`src/rtl/deser_lane_arbiter.sv`:
```
// Round-robin arbiter sharing one serial-to-parallel deserializer among several lanes.
// Grants one lane per word, tags completed words and flushes the deserializer on a stalled lane.
module deser_lane_arbiter #(
  parameter  int NUM_LANES    = 4,
  parameter  int WORD_W       = 16,
  parameter  int IDLE_TIMEOUT = 32,
  localparam int LANE_W       = $clog2(NUM_LANES)
) (
  input  logic                 clk_i,
  input  logic                 srst_i,
  input  logic [NUM_LANES-1:0] lane_req_i,
  input  logic [NUM_LANES-1:0] lane_data_i,
  input  logic [NUM_LANES-1:0] lane_data_val_i,
  output logic [NUM_LANES-1:0] lane_gnt_o,
  output logic                 deser_srst_o,
  output logic                 deser_data_o,
  output logic                 deser_data_val_o,
  input  logic                 deser_word_val_i,
  output logic                 word_val_o,
  output logic [LANE_W-1:0]    word_lane_o,
  output logic                 abort_o,
  output logic [LANE_W-1:0]    abort_lane_o,
  output logic                 sync_err_o
);

  localparam int CNT_W = $clog2(WORD_W);
  localparam int TMR_W = $clog2(IDLE_TIMEOUT);

  typedef enum logic [1:0] {
    ST_IDLE,
    ST_BUSY,
    ST_FLUSH
  } state_e;

  state_e               state_q, state_d;
  logic [LANE_W-1:0]    g_q, g_d;
  logic [LANE_W-1:0]    last_q, last_d;
  logic [NUM_LANES-1:0] gnt_q, gnt_d;
  logic [CNT_W-1:0]     bit_cnt_q, bit_cnt_d;
  logic [TMR_W-1:0]     timer_q, timer_d;
  logic                 sync_err_q, sync_err_d;

  logic [LANE_W-1:0]    pick;
  logic                 pick_vld;
  logic                 bit_vld;
  logic                 bit_dat;
  logic                 completing;

  function automatic logic [LANE_W-1:0] rr_lane(input logic [LANE_W-1:0] base, input int off);
    int sum;
    sum = int'(base) + off;
    if (sum >= NUM_LANES) sum = sum - NUM_LANES;
    return LANE_W'(sum);
  endfunction

  // Scan downward in offset so the nearest requester after last_q is written last and wins.
  always_comb begin
    pick     = '0;
    pick_vld = 1'b0;
    for (int i = NUM_LANES; i >= 1; i--) begin
      if (lane_req_i[rr_lane(last_q, i)]) begin
        pick     = rr_lane(last_q, i);
        pick_vld = 1'b1;
      end
    end
  end

  always_comb begin
    state_d    = state_q;
    g_d        = g_q;
    last_d     = last_q;
    gnt_d      = gnt_q;
    bit_cnt_d  = bit_cnt_q;
    timer_d    = timer_q;
    sync_err_d = sync_err_q;
    bit_vld    = 1'b0;
    bit_dat    = 1'b0;
    completing = 1'b0;
    case (state_q)
      ST_IDLE: begin
        if (pick_vld) begin
          state_d   = ST_BUSY;
          g_d       = pick;
          gnt_d     = {{(NUM_LANES-1){1'b0}}, 1'b1} << pick;
          bit_cnt_d = '0;
          timer_d   = '0;
        end
      end
      ST_BUSY: begin
        bit_vld    = lane_data_val_i[g_q];
        bit_dat    = lane_data_i[g_q];
        completing = bit_vld && (bit_cnt_q == CNT_W'(WORD_W - 1));
        // The deserializer must report a word exactly on our completing bit.
        if (deser_word_val_i != completing) sync_err_d = 1'b1;
        if (bit_vld) begin
          timer_d   = '0;
          bit_cnt_d = bit_cnt_q + 1'b1;
          if (completing) begin
            state_d   = ST_IDLE;
            last_d    = g_q;
            gnt_d     = '0;
            bit_cnt_d = '0;
          end
        end else begin
          timer_d = timer_q + 1'b1;
          if (timer_d == TMR_W'(IDLE_TIMEOUT - 1)) begin
            state_d = ST_FLUSH;
            gnt_d   = '0;
          end
        end
      end
      ST_FLUSH: begin
        state_d = ST_IDLE;
        last_d  = g_q;
      end
      default: state_d = ST_IDLE;
    endcase
  end

  always_ff @(posedge clk_i) begin
    if (srst_i) begin
      state_q    <= ST_IDLE;
      g_q        <= '0;
      last_q     <= LANE_W'(NUM_LANES - 1);
      gnt_q      <= '0;
      bit_cnt_q  <= '0;
      timer_q    <= '0;
      sync_err_q <= 1'b0;
    end else begin
      state_q    <= state_d;
      g_q        <= g_d;
      last_q     <= last_d;
      gnt_q      <= gnt_d;
      bit_cnt_q  <= bit_cnt_d;
      timer_q    <= timer_d;
      sync_err_q <= sync_err_d;
    end
  end

  assign lane_gnt_o       = gnt_q;
  assign deser_srst_o     = srst_i | (state_q == ST_FLUSH);
  assign deser_data_o     = bit_dat;
  assign deser_data_val_o = bit_vld;
  assign word_val_o       = deser_word_val_i & (state_q == ST_BUSY);
  assign word_lane_o      = g_q;
  assign abort_o          = (state_q == ST_FLUSH);
  assign abort_lane_o     = (state_q == ST_FLUSH) ? g_q : '0;
  assign sync_err_o       = sync_err_q;

endmodule

```
`config.mk`:
```
export PLATFORM = sky130hd
export DESIGN_NAME = deser_lane_arbiter
export DESIGN_NICKNAME = d
export VERILOG_FILES = /design/src/rtl/deser_lane_arbiter.sv
export SDC_FILE = /design/constraint.sdc
export NUM_CORES = 1
export LEC_CHECK = 0
export CAP_MARGIN = 0
export CORE_MARGIN = 3
export CORE_UTILIZATION = 30
export DETAILED_ROUTE_END_ITERATION = 10
export DONT_BUFFER_PORTS = 1
export GPL_ROUTABILITY_DRIVEN = 1
export SYNTH_ARGS = -nofsm -noshare
export SYNTH_HDL_FRONTEND = slang
export SYNTH_SLANG_ARGS = --single-unit
```
`constraint.sdc`:
```
create_clock -name clk_i -period 2.7 [get_ports clk_i]
set_clock_uncertainty 0.1 [all_clocks]
set_input_delay 0.27 -clock clk_i [delete_from_list [all_inputs] [get_ports clk_i]]
set_output_delay 0.27 -clock clk_i [all_outputs]
set_load 0.03 [all_outputs]
```
# Word-level counts from Yosys, hierarchy flattened
# Cells that the tools add are included.
# word_totals
ff_bits,20
out_inout_bits,14
# op_classes
addsub,10
order_cmp,9
eq_ne,10
shifts,1
mux,47
n_bitwise,2
n_reduce_logical,11
# op_table
op,count
2-to-1 mux 2 bit,15
2-to-1 mux 4 bit,7
case mux 4 bit (2 select lines),2
"less-than comparator 2 x 3 -> 1 bit, second input constant",5
binary-select mux 1 bit (select 2 bit),6
2-to-1 mux 1 bit,12
2-to-1 mux 5 bit,2
case mux 5 bit (2 select lines),1
"greater-or-equal comparator 3 bit, second input constant",3
AND reduction 3 bit,3
case mux 2 bit (2 select lines),2
"subtractor 2 x 1 -> 2 bit, second input constant",4
"adder 2 x 2 -> 3 bit, second input constant",2
"inequality test 2 bit, second input constant",3
"inequality test 3 bit, second input constant",2
AND reduction 2 bit,3
"adder 5 x 1 -> 5 bit, second input constant",1
"== test 5 bit, second input constant",1
"adder 2 x 3 -> 4 bit, second input constant",1
"adder 4 x 1 -> 4 bit, second input constant",1
"== test 4 bit, second input constant",1
"greater-or-equal comparator 4 x 3 -> 1 bit, second input constant",1
AND reduction 4 bit,1
nonzero test 2 bit,2
9 further kinds,9

# Depth between registers and ports, before layout
# logic_depth
word_depth,12
depth_mapped,7
ltp_nobuf,7

# Least setup slack after synthesis
# Ideal clock, no wire load.
# synth_timing
path_type,reg2reg
startpoint,"register g_q[0], in the netlist word_lane_o[0]"
endpoint,register last_q[0]
arrival_ns,1.948
path_slack_ns,0.532
path_stages_with_launch,6
period_less_slack_ns,2.168
cell_sequence,dfxtp_1 mux4_2 a41oi_4 nand2b_4 mux2i_1 nand2_1
# synth_via
elab_chain_len,5
# synth_lines
item,line_no,source
start: declaration,36,"logic [LANE_W-1:0] g_q, g_d;"
start signal: assignment,131,g_q <= g_d;
binary-select mux 1 bit (select 2 bit),90,bit_vld = lane_data_val_i[g_q];
2-to-1 mux 1 bit (implied by the code),90,
logical AND 1 bit,92,completing = bit_vld && (bit_cnt_q == CNT_W'(WORD_W - 1));
inequality test 2 bit (no source line),-,
AND reduction 3 bit (no source line),-,
end signal: assignment,124,last_q <= LANE_W'(NUM_LANES - 1);
end signal: assignment,132,last_q <= last_d;
end: declaration,37,"logic [LANE_W-1:0] last_q, last_d;"
# Parallel ways exist; a longest one is shown, timed or not. The select of a mux whose other input is x is not followed.
# A chain may end at the register's enable or synchronous reset.

# Final worst setup path
# layout_timing
startpoint,register state_q[1]
endpoint,output deser_data_val_o
# layout_via
elab_chain_len,2
# layout_lines
item,line_no,source
start: declaration,35,"state_e state_q, state_d;"
start signal: assignment,130,state_q <= state_d;
== test 2 x 1 -> 1 bit,79,case (state_q)
2-to-1 mux 1 bit,79,
end: declaration,17,"output logic deser_data_val_o,"
# No other way between the ends.

==> results.sh <==
export IMPL_drc=0
export IMPL_syn_nets=157
export IMPL_antennaDiodeCount=0
export IMPL_synthDistinctLibCells=44
export IMPL_post_route_cells_drive_above_1_share=0.127
export IMPL_synth_area_per_cell_um2=9.01
export IMPL_num_vias=1071
export IMPL_synth_edf_count=0
export IMPL_vias_per_cell=5.64
export IMPL_period_needed_ns=2.17
export IMPL_finalHoldViolCount=0
export IMPL_min_path_type="in -> reg"
export IMPL_worstSetupPathType="reg -> out"
export IMPL_yosys_area_top_type="dfxtp_1"
export IMPL_yosysWarnings=0
export IMPL_root_buffer="clkbuf_8"
export IMPL_crit_required_ns=2.33
export IMPL_synth_flop_cell="dfxtp_1"
export IMPL_clkLatencyLatePin_ns=0.26
export IMPL_cts_htree_levels=1
export IMPL_clk_pin_slew_ns=0.08
export IMPL_whs_path_depth=1
export IMPL_clkSinkCount=20
export IMPL_crit_fanout=8
export IMPL_worstHoldStart="srst_i"
export IMPL_area_growth_pct=12.8
export IMPL_powerDensity_mw_per_mm2=973
export IMPL_endpoint_kind="output port"
export IMPL_design_core_area_mm2=0.00380
export IMPL_fill_cells=392
export IMPL_slew_headroom=0.480
export IMPL_mostFrequentLayoutCells="dfxtp_1, nor3_1, nor2_1"
export IMPL_status="completed"
export IMPL_worstReg2RegStart="word_lane_o[0]"
export IMPL_final_common_cell="dfxtp_1"
export IMPL_fmax_mhz=462
export IMPL_antenna_left=0
export IMPL_reg2reg_setup_slack_ns=0.65
export IMPL_drtIter0Drc=55
export IMPL_wirelength_um=2810
export IMPL_grt_pass1_wl_um=4750
export IMPL_rsz0062_at_grt="false"
export IMPL_tightest_slew_ns=0.771
export IMPL_drtPass1Iterations=4
export IMPL_ys_top_cells_by_area="dfxtp_1, ha_1, nor3_1"
export IMPL_synth_cell_area_mm2=0.00122
export IMPL_dieHeight_um=69.9
export IMPL_crit_reg2reg_capture="last_q[1]"
export IMPL_numCtsBuffers=3
export IMPL_track_usage=0.120
export IMPL_reg2reg_depth=5
export IMPL_period_share=0.802
export IMPL_final_core_util=0.364
export IMPL_antenna_found_initial=0
export IMPL_yosysTopAreaCellShare=0.327
export IMPL_syn_inst=136
export IMPL_port_buffers=0
export IMPL_drv_slew=0
export IMPL_min_to="state_q[0]"
export IMPL_nets=164
export IMPL_cap_violations=0
export IMPL_postCtsSetupBuffers=0
export IMPL_leakagePower_nw=0.492
export IMPL_synth_seq_area_share=0.327
export IMPL_die_area_mm2=0.00489
export IMPL_grt_pass1_vias=1063
export IMPL_die_x_um=69.9
export IMPL_rows=22
export IMPL_async_flop_share=0
export IMPL_wl_per_cell_um=14.8
export IMPL_cp_arrival_ns=1.80
export IMPL_clock_path_buffers=2
export IMPL_ios=29
export IMPL_grt_overflow=0
export IMPL_tns_ns=0
export IMPL_dp_hpwl_um=2070
export IMPL_cts_tree="yes"
export IMPL_cts_hold_buf=1
export IMPL_synth_seq_cells=20
export IMPL_routabilityCongestion=0.820
export IMPL_grt_max_degree=16
export IMPL_irDropWorstVdd_mv=0.302
export IMPL_start_util=0.322
export IMPL_finalSetupViolations=0
export IMPL_cts_resized_gates=0
export IMPL_start_kind="flop"
==> critical path: stages, from the launching register on <==
cell	delay, ns
dfxtp_1	0.34
inv_1	0.10
ha_1	0.37
inv_1	0.19
nor2_1	0.53
==> Yosys cell counts (3+ instances only) <==
cell type	number
and2_1	5
nand4_1	3
dfxtp_1	20
xnor2_1	6
a221oi_1	4
o21ai_0	4
nand2b_1	3
nor3_1	13
nor2_1	11
inv_1	5
ha_1	6
a21oi_1	9
nand2_1	7
==> worst max-delay path by stage <==
stage	startpoint	to	cells after the start
6_report	state_q[1]	deser_data_val_o	4
5_1_grt	state_q[1]	deser_data_val_o	4
4_1_cts	state_q[1]	deser_data_val_o	4
3_5_place_dp	word_lane_o[0]	last_q[1]	5
3_3_place_gp	word_lane_o[0]	last_q[1]	5
2_1_floorplan	word_lane_o[0]	last_q[0]	5
==> layout make-up <==
cell class | count | area (um2) | area share
Multi-Input combinational cell | 108 | 795 | 0.575
Sequential cell | 20 | 400 | 0.290
Tap cell | 48 | 60.1 | 0.0435
Clock buffer | 3 | 41.3 | 0.0299
Timing Repair Buffer | 4 | 32.5 | 0.0236
Clock inverter | 1 | 30.0 | 0.0217
Inverter | 6 | 22.5 | 0.0163
==> per-layer routing <==
metal / track usage / part of all wire / up-vias
met1: 0.139 / 0.43 / 514
li1: - / - / 522
met4: 0.0660 / 0.020 / 0
met2: 0.196 / 0.48 / 29
met5: 0 / 0 / -
met3: 0.0331 / 0.070 / 6
==> metrics by stage <==
stage          area [um2]  setup slack, ns  total power, mW  instances  hold slack [ns]
3_3_place_gp         1300            0.706             1.02        185            0.243
3_5_place_dp         1300            0.666             1.04        185            0.244
4_1_cts              1380            0.522             1.35        190           0.0465
5_1_grt              1380            0.350             1.45        190           0.0347
6_report             1380            0.535             1.34        190           0.0539
2_1_floorplan        1220            0.532            0.911        136            0.322
==> registers in the layout (all words and copies together) (netlist names) <==
name,flops
state_q,2
bit_cnt_q,4
last_q,2
timer_q,5
lane_gnt_o,4
sync_err_o,1
word_lane_o,2
==> power by group <==
group	total [mW]	internal (mW)	leakage, nW	switching, mW
clock network	0.304	0.198	0.0357	0.106
logic	0.599	0.234	0.293	0.365
registers	0.442	0.355	0.163	0.0867
total	1.34	0.786	0.492	0.558
==> kinds of logic (layout without fill, tap and decap cells) <==
kind of cell / Yosys count / in the layout / share of synthesized area
compound gates: 32 / 32 / 0.216
fa+ha+maj: 6 / 6 / 0.0613
simple gates: 58 / 58 / 0.258
buf+inv: 8 / 14 / 0.0245
flops: 20 / 20 / 0.327
xor+xnor: 8 / 8 / 0.0572
mux: 4 / 4 / 0.0562
Note: power is estimated with default switching activity, not from simulation.
